===== src/rtl/scan_mux_pkg.sv =====
// Shared definitions for the scan_mux_reg block: select-mode encodings and
// the ceiling-log2 helper used to size the select/tag field.
package scan_mux_pkg;

   localparam logic MODE_MANUAL = 1'b0;
   localparam logic MODE_SCAN   = 1'b1;

   // Smallest r with 2**r >= n; used only at elaboration time.
   function automatic int clog2(input int n);
      int r;
      r = 0;
      for (int i = 0; i < 31; i++) begin
         if ((1 << i) < n) r = i + 1;
      end
      return r;
   endfunction

endpackage


===== src/rtl/scan_mux_reg_rr_next_sel.sv =====
// Round-robin channel finder: first set bit of mask_i at or after ptr_i,
// searching circularly. The mask is doubled and rotated right by ptr_i, so
// the first set bit of the rotated vector is the wanted channel's distance
// from ptr_i.
module rr_next_sel
   import scan_mux_pkg::*;
#(
   parameter int NCH  = 8,
   parameter int SELW = clog2(NCH)
) (
   input  logic [NCH-1:0]  mask_i,
   input  logic [SELW-1:0] ptr_i,
   output logic            found_o,
   output logic [SELW-1:0] idx_o,
   output logic            last_o
);

   logic [2*NCH-1:0] dbl;
   int               off;
   int               c;

   // Rotate, priority-encode, then decide whether c ends the sweep.
   // NOTE: combinational blocks use blocking '=' so later statements see the
   // values just computed; every output gets a default first so no latch forms.
   always_comb begin
      dbl     = {mask_i, mask_i} >> ptr_i;
      off     = 0;
      for (int i = 2*NCH-1; i >= 0; i--) begin
         if (dbl[i]) off = i;
      end
      c = int'(ptr_i) + off;
      if (c >= NCH) c = c - NCH;
      last_o = 1'b1;
      for (int i = 0; i < NCH; i++) begin
         if (mask_i[i] && (i > c)) last_o = 1'b0;
      end
      found_o = |mask_i;
      idx_o   = SELW'(c);
   end

endmodule


===== src/rtl/scan_mux_reg.sv =====
// Registered N-channel mux with manual (151-style) or round-robin scan
// selection, presenting each captured sample as a valid/ready beat tagged
// with its channel index.
module scan_mux_reg
   import scan_mux_pkg::*;
#(
   parameter int NCH  = 8,
   parameter int WID  = 1,
   parameter int SELW = clog2(NCH)
) (
   input  logic               clk_i,
   input  logic               rst_i,
   input  logic               e_n,
   input  logic               mode_i,
   input  logic [SELW-1:0]    sel_i,
   input  logic [NCH-1:0]     mask_i,
   input  logic [NCH*WID-1:0] din_i,
   input  logic               ready_i,
   output logic               valid_o,
   output logic [WID-1:0]     z_o,
   output logic [WID-1:0]     z_n_o,
   output logic [SELW-1:0]    ch_o,
   output logic               wrap_o
);

   logic            valid_q, valid_d;
   logic [WID-1:0]  z_q, z_d;
   logic [WID-1:0]  z_n_q, z_n_d;
   logic [SELW-1:0] ch_q, ch_d;
   logic            wrap_q, wrap_d;
   logic [SELW-1:0] ptr_q, ptr_d;

   logic            rr_found;
   logic [SELW-1:0] rr_idx;
   logic            rr_last;
   logic [SELW-1:0] ptr_nxt;
   logic [SELW-1:0] sel_idx;
   logic [WID-1:0]  mux_data;
   logic            have_ch;
   logic            cap;

   rr_next_sel #(
      .NCH  (NCH),
      .SELW (SELW)
   ) u_rr (
      .mask_i  (mask_i),
      .ptr_i   (ptr_q),
      .found_o (rr_found),
      .idx_o   (rr_idx),
      .last_o  (rr_last)
   );

   // Pick the channel for this cycle and fetch its data; an index beyond the
   // last channel (non-power-of-two NCH) reads as zero.
   always_comb begin
      sel_idx  = (mode_i == MODE_SCAN) ? rr_idx : sel_i;
      mux_data = '0;
      for (int k = 0; k < NCH; k++) begin
         if (int'(sel_idx) == k) mux_data = din_i[k*WID +: WID];
      end
      ptr_nxt = (int'(rr_idx) == NCH-1) ? '0 : rr_idx + SELW'(1);
      have_ch = (mode_i == MODE_SCAN) ? rr_found : 1'b1;
      cap     = !e_n && (!valid_q || ready_i) && have_ch;
   end

   // Next-state for the beat register: capture, drain, or hold.
   always_comb begin
      valid_d = valid_q;
      z_d     = z_q;
      z_n_d   = z_n_q;
      ch_d    = ch_q;
      wrap_d  = wrap_q;
      ptr_d   = ptr_q;
      if (cap) begin
         valid_d = 1'b1;
         z_d     = mux_data;
         z_n_d   = ~mux_data;
         ch_d    = sel_idx;
         if (mode_i == MODE_SCAN) begin
            wrap_d = rr_last;
            ptr_d  = ptr_nxt;
         end else begin
            wrap_d = 1'b0;
         end
      end else if (valid_q && ready_i) begin
         valid_d = 1'b0;
      end
   end

   // Beat and scan-pointer registers.
   // NOTE: reset is sampled on the clock edge (synchronous), so rst_i is not
   // in the sensitivity list; state updates use non-blocking '<='.
   always_ff @(posedge clk_i) begin
      if (rst_i) begin
         valid_q <= 1'b0;
         z_q     <= '0;
         z_n_q   <= '1;
         ch_q    <= '0;
         wrap_q  <= 1'b0;
         ptr_q   <= '0;
      end else begin
         valid_q <= valid_d;
         z_q     <= z_d;
         z_n_q   <= z_n_d;
         ch_q    <= ch_d;
         wrap_q  <= wrap_d;
         ptr_q   <= ptr_d;
      end
   end

   assign valid_o = valid_q;
   assign z_o     = z_q;
   assign z_n_o   = z_n_q;
   assign ch_o    = ch_q;
   assign wrap_o  = wrap_q;

endmodule


===== config.mk =====
export PLATFORM = sky130hd
export DESIGN_NAME = scan_mux_reg
export DESIGN_NICKNAME = d
export VERILOG_FILES = /design/src/rtl/scan_mux_pkg.sv /design/src/rtl/scan_mux_reg_rr_next_sel.sv /design/src/rtl/scan_mux_reg.sv
export SDC_FILE = /design/constraint.sdc
export NUM_CORES = 1
export LEC_CHECK = 0
export BUFFER_PORTS_ARGS = -buffer_cell sky130_fd_sc_hd__buf_2
export CAP_MARGIN = 20
export CORE_ASPECT_RATIO = 1.4
export CORE_MARGIN = 2
export CORE_UTILIZATION = 50
export CTS_CLUSTER_SIZE = 14
export DETAILED_ROUTE_END_ITERATION = 8
export PLACE_DENSITY = 0.75
export SLEW_MARGIN = 20
export SYNTH_ARGS = -nofsm -noshare
export SYNTH_HDL_FRONTEND = slang
export SYNTH_SLANG_ARGS = --single-unit

===== constraint.sdc =====
create_clock -name clk_i -period 10.2 [get_ports clk_i]
set_input_delay 1.53 -clock clk_i [delete_from_list [all_inputs] [get_ports clk_i]]
set_output_delay 1.53 -clock clk_i [all_outputs]
set_load 0.05 [all_outputs]

### Word-level counts from Yosys, hierarchy flattened

Index checks and enable logic that the tools add are counted.

* register bits: 10
* input bits: 24
* output and inout port bits: 7
* logic and storage cells: 85

* $add $sub $neg: 3
* $lt $le $gt $ge: 9
* eq/ne operators: 8
* shift operators: 1
* mux-type cells: 39
* bitwise operators: 1
* reductions and logical operators: 18

Operators with widths (count)
* $gt 4x32->1 const A: 4
* $gt 3x32->1 const A: 2
* $mux 4: 16
* $ge 32x5->1 const B: 1
* $gt 1x32->1 const A: 1
* $gt 2x32->1 const A: 1
* $mux 32: 1
* $sub 32x5->32 const B: 1
* $mux 1: 20
* $shr 16x3->16: 1
* $eq 3x3->1 const B: 4
* $logic_and 1x1->1: 11
* $reduce_or 8->1: 1
* $eq 3x1->1 const B: 2
* $eq 3x2->1 const B: 2
* $mux 3: 2
* $add 3x4->5: 1
* $add 3x1->3 const B: 1
* $logic_not 3->1: 1
* $logic_not 1->1: 2
* $reduce_and 2->1: 1
* $reduce_bool 2->1: 1
* $logic_or 1x1->1: 1
* $not 1->1: 1

### Depth between registers and ports, before layout

* depth in word-level cells: 31
* mapped depth: 17
* mapped depth without buffers: 15

### Hierarchy

Synthesis repeated with hierarchy kept, for this count alone.

* cell total of the unflattened synthesis: 178
* area, all modules: 1442.6 um^2

Modules (own cells, without submodules)
* rr_next_sel: times used 1, cells each 120, area an instance 918.4 um^2, seq. area each 0.0 um^2
* scan_mux_reg: times used 1, cells each 58, area an instance 524.3 um^2, seq. area each 200.2 um^2

### Least setup slack after synthesis

Ideal clock, no wire load.

* kind: input to register
* start: in mask_i[7]
* end: reg wrap_q (netlist: wrap_o)
* library setup time: 58 ps
* data arrival time: 4768 ps
* data required time: 10142 ps
* setup slack: 5374 ps
* cell stages on the path: 16
* buffers on the path: 1
* cell sequence: buf_4 mux4_2 and2_1 a21oi_1 nand3b_1 o221a_1 o211a_1 ha_1 fa_1 ha_1 nor2_1 a22o_1 o211ai_1 nand3_1 a2111oi_1 a21o_1

* word-level cells in the longest chain between the ends: 31
* elaborated cells between the ends (all ways): 49
* classes of those cells: 2 x add/sub; 9 x order compare; 1 x shift; 27 x mux; 10 x reduce/logical

RTL lines
* from (decl): RTL line scan_mux_reg.sv:16 `input logic [NCH-1:0] mask_i,`
* $shr 16x3->16: RTL line scan_mux_reg_rr_next_sel.sv:26 `dbl = {mask_i, mask_i} >> ptr_i;`
* $mux 4 (16 in series): RTL line scan_mux_reg_rr_next_sel.sv:29 `if (dbl[i]) off = i;`
* $add 3x4->5: RTL line scan_mux_reg_rr_next_sel.sv:31 `c = int'(ptr_i) + off;`
* $sub 32x5->32 or $ge 32x5->1 (tied branches): RTL line scan_mux_reg_rr_next_sel.sv:32 `if (c >= NCH) c = c - NCH;`
* $mux 32: RTL line scan_mux_reg_rr_next_sel.sv:32
* $gt 1x32->1: RTL line scan_mux_reg_rr_next_sel.sv:35 `if (mask_i[i] && (i > c)) last_o = 1'b0;`
* $logic_and 1x1->1: RTL line scan_mux_reg_rr_next_sel.sv:35
* $mux 1 (8 in series): RTL line scan_mux_reg_rr_next_sel.sv:35
* $mux 1: RTL line scan_mux_reg.sv:79 `if (mode_i == MODE_SCAN) begin`
* to (signal assigned): RTL line scan_mux_reg.sv:106 `wrap_q <= wrap_d;`
* to (decl): RTL line scan_mux_reg.sv:30 `logic wrap_q, wrap_d;`

Several ways; a longest one is shown, not always the timed one.
A chain may end at the register's enable or synchronous reset.

### Final worst setup path

* start: in mask_i[7]
* end: reg z_q (netlist: z_o)

* word-level cells in the longest chain between the ends: 30
* elaborated cells between the ends (all ways): 41
* classes of those cells: 2 x add/sub; 1 x order compare; 7 x eq/ne; 1 x shift; 27 x mux; 3 x reduce/logical

RTL lines
* $shr 16x3->16: RTL line scan_mux_reg_rr_next_sel.sv:26
* $mux 4 (16 in series): RTL line scan_mux_reg_rr_next_sel.sv:29
* $add 3x4->5: RTL line scan_mux_reg_rr_next_sel.sv:31
* $sub 32x5->32 or $ge 32x5->1 (tied branches): RTL line scan_mux_reg_rr_next_sel.sv:32
* $mux 32: RTL line scan_mux_reg_rr_next_sel.sv:32
* $mux 3: RTL line scan_mux_reg.sv:56 `sel_idx = (mode_i == MODE_SCAN) ? rr_idx : sel_i;`
* $logic_not 3->1: RTL line scan_mux_reg.sv:59 `if (int'(sel_idx) == k) mux_data = din_i[k*WID +: WID];`
* $mux 1 (8 in series): RTL line scan_mux_reg.sv:59
* to (signal assigned): RTL line scan_mux_reg.sv:103 `z_q <= z_d;`
* to (decl): RTL line scan_mux_reg.sv:27 `logic [WID-1:0] z_q, z_d;`

Several ways; a longest one is shown, not always the timed one.

==> metrics.cfg <==
[layout]
area_growth_pct = 12.4
multiInputGateArea_sq_um = 1080
regArea_sq_um = 200
antenna_cells = 0
layout.nets = 212
final.fill_count = 263
drive_gt1_frac = 0.318

[sta]
fin_hold_ws_ps = 470
slew-limit-headroom = 0.380
drv_slew = 0
hold_violations = 0
setup_tns_ps = 0
max_freq_ghz = 0.201
min_period_over_period = 0.489
rsz0062_at_grt = false
min_period_ps = 4990
worstMarginPinSlew_ps = 928
setup_viol = 0
finClkSkew_ps = 2.82

[routing]
dr.pass1.iters = 4
ant_nets = 0
dr_total_vias = 1275
wl_mm = 3.35
via_per_inst = 5.93
drcViolationCount = 0
drt_iter0_markers = 18
wl_per_cell_microns = 15.6

[synthesis]
synth_top_flop_cell = dfxtp_1
yosys_warnings = 0
synth-seq-cells = 10
synth_top_family_by_area = multiplexers
synth_compound_area_frac = 0.215
yosys.area.top_type = dfxtp_1
synth_xor_area_frac = 0.0128
yosys-top-cells-area = dfxtp_1 (15%), mux2i_1 (15%), mux2_2 (9.1%)
synth_mux_area_frac = 0.320
synthAdderAreaFrac = 0.0789
yosysSeqAreaShare = 0.147
synth_top_area_frac = 0.147
syn_inst = 154
synth.distinct_cells = 48
synth-async-reset-ratio = 0
syn-num-nets = 186
syn_area_sq_um = 1360
synthSimpleGateAreaFrac = 0.161
avgSynthCellArea_sq_um = 8.86
synth_edf_count = 0

[global_routing]
grt_pass1_wl_mm = 5.77
grt_usage = 0.250
gr-total-overflow = 0
grt_start_max_net_pins = 23
grt_pass1_vias = 1350
antenna_found_initial = 0

[setup_path]
cp.arrival_ps = 5150
reg2reg_depth = 14
cp_data_required_time_ps = 10370
critPathMaxFanout = 10
path_class = input pin to register
worst_setup_path_end_kind = register
cp.buffers_inverters = 1
reg2reg_from = ptr_q[1]
cp_top_family = compound AO/OA/AOI/OAI gates
cp_slowest_cell = xnor2_1
worstPathCellList = buf_2 > mux4_2 > nand2_1 > o21ai_0 > nand3b_1 > o221a_1 > o211a_1 > ha_1 > fa_1 > xnor2_1 > a21oi_1 > mux4_2 > mux2i_1 > a21oi_1 > o21a_1
cp-start-kind = input pin
timing.reg2reg.setup_slack_ps = 5650
rr_endpoint = z_o
critPathMaxStageDelay_ps = 550

[clock_tree]
clk_latency_ps = 270
cts_hold_buf = 0
cts_buffers = 3
cts_resized = 0
clk_pin_slew_ps = 70
post-cts-setup-buffers = 0
h-tree-depth = 1
cts_tree = built
cts.sinks = 10
cts_root_buf = clkbuf_4
cts_buffer_depth = 2

[power]
p_leak_nw = 0.657
power_w = 0.000220
p_per_area_nw_per_um2 = 144
max-vdd-ir-drop_mv = 0.110

[min_path]
hp-class = register to register
min_to = z_o
hold_depth = 1
hold_start = z_o

[die]
initial_core_util = 0.522
num_rows = 22
dieHeight_microns = 65.8
fp.dieW_microns = 48.1
ios = 31
core_area_sq_um = 2620
dieArea_sq_um = 3170

[placed_design]
hpwl_mm = 2.68
gp_congestion = 0.869
portBuffers = 30

[job]
maxCapViolCount = 0

[status]
status = finished, final reports clean

## worst reg2reg max path: stages (launching register included)
cell and delay (ps):
dfxtp_1 860, mux4_2 630, nand2_1 110, o21ai_0 130, nand3b_1 190, o221a_1 210
o211a_1 220, ha_1 210, fa_1 380, xnor2_1 550, a21oi_1 250, mux4_2 330
mux2i_1 150, a21oi_1 100, o21a_1 130
## layout make-up
| type | count | share of cell area |
|---|---|---|
| Clock buffer | 4 | 0.0237 |
| Multi-Input combinational cell | 129 | 0.704 |
| Timing Repair Buffer | 30 | 0.0980 |
| Inverter | 6 | 0.0147 |
| Sequential cell | 10 | 0.131 |
| Tap cell | 36 | 0.0294 |
## how the worst max path moves through the flow
| stage | to | cells past startpoint | from | slack [ps] |
|---|---|---|---|---|
| floorplan | wrap_o | 16 | mask_i[7] | 5370 |
| global placement | z_o | 15 | mask_i[7] | 5040 |
| detailed placement | z_o | 15 | mask_i[7] | 4920 |
| CTS | z_o | 15 | mask_i[7] | 5230 |
| global route | wrap_o | 15 | mask_i[7] | 4960 |
| finish | z_o | 15 | mask_i[7] | 5210 |
## synthesized netlist by cell type, types with 2 or more instances
cell and instances:
buf_4 2, nand2b_1 3, mux2_2 11, mux4_2 5, o21ai_0 9, nor3b_1 2, ha_1 7, mux2i_1 20
nand2_1 9, nand3b_1 3, o21a_1 2, buf_2 5, a21o_1 2, a21oi_1 10, buf_6 2, a22o_1 2
nand3_1 2, dfxtp_1 10, o211ai_1 3, nor2_1 13, inv_1 5
## logic make-up (layout without fill, tap and decap cells)
group,Yosys count,in the layout
buffers and inverters,15,40
other,1,1
multiplexers,36,36
adder cells (fa/ha/maj),8,8
AND/OR/NAND/NOR,41,41
flip-flops,10,10
AO/OA/AOI/OAI,41,41
XOR/XNOR,2,2
## state kept, by name (all words and copies together) (netlist names)
register / flops
ptr_q: 3
wrap_o: 1
z_o: 1
z_n_o: 1
valid_o: 1
ch_o: 3
## cells in the final DEF, fill, tap and decap left out, drive strengths merged, types with 3 or more instances in the layout
master | netlist | layout
a21oi | 11 | 11
buf | 9 | 30
clkbuf | 0 | 4
dfxtp | 10 | 10
ha | 7 | 7
inv | 5 | 5
mux2 | 11 | 11
mux2i | 20 | 20
mux4 | 5 | 5
nand2 | 10 | 10
nand2b | 3 | 3
nand3b | 3 | 3
nor2 | 14 | 14
o211ai | 3 | 3
o21ai | 9 | 9
## routing by layer
layer / wire, microns / share of wire / GRT usage
met4: 121 / 0.036 / 0.135
met2: 1910 / 0.57 / 0.451
met5: 0 / 0 / 0
met3: 128 / 0.038 / 0.0109
met1: 1190 / 0.35 / 0.269
## power by group
part	internal [W]	total (W)	leakage (nW)	switching, W
Sequential	0.0000434	0.0000545	0.0822	0.0000111
Clock	0.0000217	0.0000361	0.0210	0.0000144
Combinational	0.0000584	0.000130	0.554	0.0000713
## stage by stage
step / instance area [sq um] / std cells / utilization / setup slack (ps)
2_1_floorplan: 1360 / 154 / - / 5370
3_3_place_gp: 1500 / 211 / 0.572 / 5040
3_5_place_dp: 1500 / 211 / 0.572 / 4920
4_1_cts: 1530 / 215 / 0.586 / 5230
5_1_grt: 1530 / 215 / 0.586 / 4960
6_report: 1530 / 215 / 0.586 / 5210
(Power assumes the default switching activity.)
